==> config.mk <==
export PLATFORM = sky130hd
export DESIGN_NAME = log10_fxp
export DESIGN_NICKNAME = d
export VERILOG_FILES = /design/src/rtl/log10_fxp.sv
export SDC_FILE = /design/constraint.sdc
export NUM_CORES = 2
export LEC_CHECK = 0
export CORE_ASPECT_RATIO = 1.75
export CORE_UTILIZATION = 45
export CTS_CLUSTER_SIZE = 20
export DETAILED_ROUTE_END_ITERATION = 16
export PLACE_DENSITY = 0.63
export SYNTH_ARGS = -nofsm -noshare
export SYNTH_HDL_FRONTEND = slang
export SYNTH_SLANG_ARGS = --single-unit
export TNS_END_PERCENT = 1
==> constraint.sdc <==
create_clock -name Clk -period 10.4 [get_ports Clk]
set_clock_uncertainty 0.1 [all_clocks]
set_input_delay 1.56 -clock Clk [delete_from_list [all_inputs] [get_ports Clk]]
set_output_delay 1.56 -clock Clk [all_outputs]
set_load 0.01 [all_outputs]
==> src/rtl/log10_fxp.sv <==
// log10_fxp: iterative fixed-point base-10 logarithm.
// Input WI.WF signed, output WIO.WFO signed. The input is normalised to a
// mantissa in [1,2) and log2 is produced one fraction bit per cycle by
// repeated squaring. The result is then scaled by log10(2).
// Non-positive operands skip the iteration and raise Negflow.
// Build option: define LOG10_ROUND_EN to round the final scale to nearest
// (ties away from zero) instead of truncating toward -inf. Latency is the same
// in both builds.
//
// state   | meaning
// --------+-----------------------------------------------------------
// S_IDLE  | waiting for Start, operand latched on Start
// S_LOAD  | sign/zero check, leading-one search, mantissa normalisation
// S_ITER  | WFO+4 squaring steps, one log2 fraction bit per cycle
// S_SCALE | multiply log2 by log10(2), reduce to WFO fraction bits
// S_OUT   | result registered, Done high for this one cycle
module log10_fxp #(
  parameter int WI  = 8,
  parameter int WF  = 32,
  parameter int WIO = 8,
  parameter int WFO = 32
) (
  input  logic                 Clk,
  input  logic                 Rst,
  input  logic                 Start,
  input  logic [WI+WF-1:0]     NumIn,
  output logic [WIO+WFO-1:0]   Base10,
  output logic                 Negflow,
  output logic                 Busy,
  output logic                 Done
);

  localparam int W   = WI + WF;
  localparam int WO  = WIO + WFO;
  localparam int FF  = WFO + 4;              // log2 fraction bits
  localparam int PW  = $clog2(W);            // leading-one index width
  localparam int KW  = PW + 2;               // signed integer part of log2
  localparam int LW  = KW + FF;              // signed log2 word
  localparam int MW  = LW + FF + 1;          // product width
  localparam int SH  = 2 * FF - WFO;         // bits dropped after the product
  localparam int SQW = 2 * FF + 2;           // mantissa square width
  localparam int CNW = $clog2(FF + 1);

  // log10(2) scaled to FF fraction bits and rounded to nearest.
  localparam real    LOG10_2 = 0.30102999566398120;
  localparam longint C_INT   = longint'(LOG10_2 * (2.0 ** FF));
  localparam logic [FF-1:0] C_LOG = FF'(C_INT);

`ifdef LOG10_ROUND_EN
  localparam logic [MW-1:0] HALF = MW'(1) << (SH - 1);
`endif

  typedef enum logic [2:0] {
    S_IDLE  = 3'd0,
    S_LOAD  = 3'd1,
    S_ITER  = 3'd2,
    S_SCALE = 3'd3,
    S_OUT   = 3'd4
  } state_t;

  state_t           state_q, state_d;
  logic [W-1:0]     num_q, num_d;
  logic [FF:0]      m_q, m_d;
  logic [FF-1:0]    frac_q, frac_d;
  logic [KW-1:0]    k_q, k_d;
  logic [CNW-1:0]   cnt_q, cnt_d;
  logic [WO-1:0]    base_q, base_d;
  logic             neg_q, neg_d;
  logic             busy_q, busy_d;
  logic             done_q, done_d;

  logic [PW-1:0]    lead_p;
  logic [W+FF-1:0]  norm_wide;
  logic [FF:0]      m_load;
  logic [KW-1:0]    k_load;
  logic [SQW-1:0]   sq_full;
  logic [FF+1:0]    sq_t;
  logic signed [LW-1:0] l_val;
  logic signed [MW-1:0] prod;
  logic signed [MW-1:0] prod_adj;
  logic signed [MW-1:0] scaled;
  logic [WO-1:0]    base_scaled;
`ifdef LOG10_ROUND_EN
  logic [MW-1:0]    half_v;
`endif

  // Leading-one search over the magnitude bits; highest set bit wins.
  always_comb begin
    lead_p = '0;
    for (int i = 0; i < W - 1; i++) begin
      if (num_q[i]) lead_p = PW'(i);
    end
  end

  // Mantissa normalisation to [1,2) with FF fraction bits, plus log2 integer part.
  always_comb begin
    norm_wide = {num_q, {FF{1'b0}}} >> lead_p;
    m_load    = (FF + 1)'(norm_wide);
    k_load    = KW'(lead_p) - KW'(WF);
  end

  // One squaring step: m*m truncated back to FF fraction bits (range [1,4)).
  always_comb begin
    sq_full = SQW'(m_q) * SQW'(m_q);
    sq_t    = (FF + 2)'(sq_full >> FF);
  end

  // Scale log2 by log10(2) and drop down to WFO fraction bits.
  always_comb begin
    l_val = $signed({k_q, frac_q});
    prod  = MW'(l_val) * MW'($signed({1'b0, C_LOG}));
`ifdef LOG10_ROUND_EN
    // Negative values add one less so an exact half moves away from zero.
    half_v   = prod[MW-1] ? (HALF - MW'(1)) : HALF;
    prod_adj = prod + $signed(half_v);
`else
    prod_adj = prod;
`endif
    scaled      = prod_adj >>> SH;
    base_scaled = WO'(scaled);
  end

  // Next-state and datapath update for the sequencing FSM.
  always_comb begin
    state_d = state_q;
    num_d   = num_q;
    m_d     = m_q;
    frac_d  = frac_q;
    k_d     = k_q;
    cnt_d   = cnt_q;
    base_d  = base_q;
    neg_d   = neg_q;
    done_d  = 1'b0;
    case (state_q)
      S_IDLE: begin
        if (Start) begin
          num_d   = NumIn;
          state_d = S_LOAD;
        end
      end
      S_LOAD: begin
        if (num_q[W-1] || (num_q == '0)) begin
          base_d  = '0;
          neg_d   = 1'b1;
          done_d  = 1'b1;
          state_d = S_OUT;
        end else begin
          m_d     = m_load;
          k_d     = k_load;
          frac_d  = '0;
          cnt_d   = CNW'(FF - 1);
          state_d = S_ITER;
        end
      end
      S_ITER: begin
        if (sq_t[FF+1]) m_d = sq_t[FF+1:1];
        else            m_d = sq_t[FF:0];
        frac_d = {frac_q[FF-2:0], sq_t[FF+1]};
        if (cnt_q == '0) state_d = S_SCALE;
        else             cnt_d   = cnt_q - CNW'(1);
      end
      S_SCALE: begin
        base_d  = base_scaled;
        neg_d   = 1'b0;
        done_d  = 1'b1;
        state_d = S_OUT;
      end
      S_OUT: begin
        state_d = S_IDLE;
      end
      default: begin
        state_d = S_IDLE;
      end
    endcase
    busy_d = (state_d != S_IDLE);
  end

  // All state and registered outputs; reset aborts any computation in flight.
  always_ff @(posedge Clk or negedge Rst) begin
    if (!Rst) begin
      state_q <= S_IDLE;
      num_q   <= '0;
      m_q     <= '0;
      frac_q  <= '0;
      k_q     <= '0;
      cnt_q   <= '0;
      base_q  <= '0;
      neg_q   <= 1'b0;
      busy_q  <= 1'b0;
      done_q  <= 1'b0;
    end else begin
      state_q <= state_d;
      num_q   <= num_d;
      m_q     <= m_d;
      frac_q  <= frac_d;
      k_q     <= k_d;
      cnt_q   <= cnt_d;
      base_q  <= base_d;
      neg_q   <= neg_d;
      busy_q  <= busy_d;
      done_q  <= done_d;
    end
  end

  assign Base10  = base_q;
  assign Negflow = neg_q;
  assign Busy    = busy_q;
  assign Done    = done_q;

endmodule

After elaboration in Yosys (flattened, before gate mapping). Index checks and enable logic that the tools add are counted.

Add/subtract/negate cells: 2. $mul: 2. Eq/ne operators: 6. Shift operators: 1. Mux-type cells: 56. Bitwise logic cells: 1. Reduce and logical (&&, ||, !) cells: 12.

Operators by type and width (number): $mux W6 (36); $pmux W40 S2 (1); $mul A43 B33 Y76 const B (1); $shr A76 B6 Y37 (1); $mul A37 B37 Y74 (1); $mux W37 (2); $pmux W37 S2 (1); $pmux W36 S2 (1); $logic_not A40 Y1 (1); $mux W40 (1); $mux W36 (1); $mux W3 (4); $pmux W3 S4 (1); $pmux W6 S2 (1); $reduce_and A2 Y1 (4); $sub A6 B6 Y7 const B (1); $eq A3 B2 Y1 const B (2); $logic_not A6 Y1 (1); $ne A2 B2 Y1 const B (3); $sub A6 B1 Y6 const B (1); $mux W2 (2); $pmux W1 S2 (2); $reduce_bool A2 Y1 (2); $eq A3 B1 Y1 const B (1); 6 further kinds (8).

Bits in registers: 172. Bits of input ports: 43. Logic and storage cells: 90.

Logic depth before layout (Yosys ltp).
Depth in word-level cells: 41. Depth in mapped cells: 33. Depth with buffers taken out: 28.

Worst setup path before layout. Ideal clock, no wire load.

Path type: register to register. From: register m_q[5]. To: register m_q[16]. Setup time: 0.131 ns. Data arrival time: 8.097 ns. Data required time: 10.169 ns. Path slack: 2.071 ns. Stages on the path, launching flop included: 32. Clock period less this slack: 8.329 ns. Cell sequence: dfrtp_1 -> clkbuf_1 -> inv_1 -> clkbuf_1 -> nor2_1 -> fa_1 -> inv_1 -> fa_1 -> inv_1 -> fa_1 -> fa_1 -> inv_1 -> fa_1 -> inv_1 -> fa_1 -> inv_1 -> fa_1 -> inv_1 -> fa_1 -> ha_1 -> a21oi_1 -> o211ai_1 -> a2111oi_2 -> o2111ai_2 -> nand4_1 -> nand3_2 -> a311o_1 -> nand2_1 -> buf_2 -> mux2_2 -> a221oi_1 -> o21ai_1.

Word-level cells in the longest chain between the ends: 3.

Ends and longest elaborated chain: start, declared (line 63) `logic [FF:0] m_q, m_d;`; start signal, assigned (line 194) `m_q <= m_d;`; $mul A37 B37 Y74 (line 104) `sq_full = SQW'(m_q) * SQW'(m_q);`; $mux W37 (line 156) `if (sq_t[FF+1]) m_d = sq_t[FF+1:1];`; $pmux W37 S2 (line 134) `case (state_q)`.

Every way passes these cells. A chain may end at the register's enable or synchronous reset.

Worst setup path in the final report.
From: register m_q[30]. To: register m_q[22].

The elaborated chain is that of the path after synthesis.

==> results.tsv <==
metric	value	unit
status	completed	
syn-num-nets	9361	
critical_path.slowest_cell	dfrtp_1	
slowest_delay	1.09	ns
crit_buf_inv	4	
hold_class	reg2reg	
area.growth.synth_to_final	5.851	%
yosys_warnings	0	
antenna_cells	0	
worstMarginPinSlew	1.200	ns
path_common_cell	fa_1	
num_rows	186	
setup_violations	0	
grt_pass1_wl	310500	um
routed_wl	198600	um
vias	47654	
worstPathArrival	10.33	ns
startpoint_type	flip-flop	
ctsHoldBuffers	0	
fp.dieW	292.8	um
synthTopCellsByCount	inv_1 (2075), fa_1 (1519), ha_1 (861)	
dp_hpwl	166500	um
grt_max_degree	74	
max_cap_viol_count	0	
timing.fmax	99.29	MHz
ant_nets	0	
post-route-drc-count	0	
cts_max_level	4	
crit_type	reg2reg	
clock-sinks	170	
yosys.area.top_type	fa_1	
grt_pass1_vias	54326	
core-area	146800	um^2
met3_usage	3.250	%
synth_most_common_cell	inv_1	
hold_viol_final	0	
cp_max_fo	17	
cts_buffers	17	
dieHeight	510.9	um
top_usage_layer	met2	
synth_flop_cell	dfrtp_1	
synthesis.instances	6938	
clk_pin_slew	0.09	ns
postSynth.asyncResetShare	100.0	%
fin_crit	10.07	ns
ys_types	95	
drt_iter0_markers	2357	
dpl.cell_count	8877	
gp_congestion	0.9783	
drtPass1Iterations	5	
gr-total-overflow	0	
grt_setup_unrepaired	false	
finalSetupTns	0	ns
critPathCaptureType	flip-flop	
portBuffers	85	
die_area	149600	um^2
vias_per_cell	5.349	
avgSynthCellArea	9.597	um^2
synth.area.top_cells	fa_1 (46%), ha_1 (16%), inv_1 (12%), dfrtp_1 (6.4%), nand2_1 (2.7%)	
antenna_found_initial	1	
num-nets-final	9345	
maxSlewViolCount	0	
start_util	45.34	%
worstPathRequired	10.66	ns
cts_tree	done	
stdcell_count	8909	
grt_usage	27.69	%
yosys.area.top_type_share	45.67	%
cts_resized	0	
max_slew_margin	19.97	%
synth-edff-count	0	
cts_buffer_depth	2	
ys_seq_area_share	6.389	%
syn-cell-area	66590	um^2
cts_root_buf	clkbuf_16	
drive_gt1_share	3.302	%
met2_usage	51.15	%
post_cts_buffers	0	
clkLatencyLatePin	0.52	ns
io_pins	86	
use_met1	29.16	%
period_share	96.85	%
wire_per_inst	22.29	um
ys_ff_latch	170	
path_delay_family	adder cells	
final timing paths:
path	start	to	slack [ns]	cells after the start
setup reg to reg	m_q[30]	m_q[22]	0.33	25
max in group asynchronous	Rst	frac_q[25]	7.90	2
setup / recovery	m_q[30]	m_q[22]	0.33	25
hold / removal	Base10[31]	Base10[31]	0.38	2
hold reg to reg	Base10[31]	Base10[31]	0.38	2
min in group asynchronous	Rst	num_q[20]	0.89	1
layer usage:
metal,up-vias,part of all wire [%]
li1,20841,-
met1,24593,34
met2,1528,53
met3,692,4.7
met4,0,8.1
met5,-,0
worst min-delay path: stages (launching register included):
cell	delay [ns]
dfrtp_1	0.35
nand2_1	0.05
o21ai_0	0.06
sequential cells by signal, indices dropped and copies added (netlist names), 3 cells and up:
signal,flops
num_q,40
Base10,39
m_q,37
frac_q,36
cnt_q,6
k_q,6
state_q,3
cell usage in the layout, fill, tap and decap left out, types with 33 or more instances in the layout:
cell / count
inv_1: 2075
fa_1: 1519
ha_1: 861
nand2_1: 480
and2_1: 285
nor2_1: 198
dfrtp_1: 169
a21oi_1: 161
o21ai_0: 149
buf_4: 106
mux2i_1: 100
clkdlybuf4s50_1: 84
a21o_1: 54
mux2_2: 50
xnor2_1: 49
xor2_1: 41
nor3_1: 39
nand3_1: 33
a22o_1: 33
stage by stage:
stage	util, %	hold slack (ns)	worst slack, ns	area [um^2]
global route	48.00	0.4165	0.02617	70480
CTS	48.00	0.3871	0.4772	70480
global placement	47.59	0.3644	0.6246	69890
detailed placement	47.59	0.3691	0.4824	69890
floorplan	-	0.3833	2.071	66590
finish	48.00	0.3805	0.3281	70480
final cells by class:
type / count / area (um^2)
fill: 13994 / 76370
multi-input combinational: 4455 / 53610
inverter: 2083 / 7819
sequential: 170 / 4255
tap: 1974 / 2470
timing repair buffer: 195 / 1730
clock buffer: 18 / 439.2
clock inverter: 14 / 155.1
cell families after synthesis:
kind of cell / count (synthesis) / share of synthesized area [%]
buffers and inverters: 2313 / 13.15
and+or+nand+nor: 1177 / 8.450
muxes: 152 / 2.403
adders and majority gates: 2380 / 61.85
AOI/OAI and AO/OA: 656 / 6.575
DFF: 170 / 6.389
xor gates and xnor gates: 90 / 1.184
Power is not shown: default switching activity piles up to over one toggle a cycle in this logic, so the estimate is an artifact.
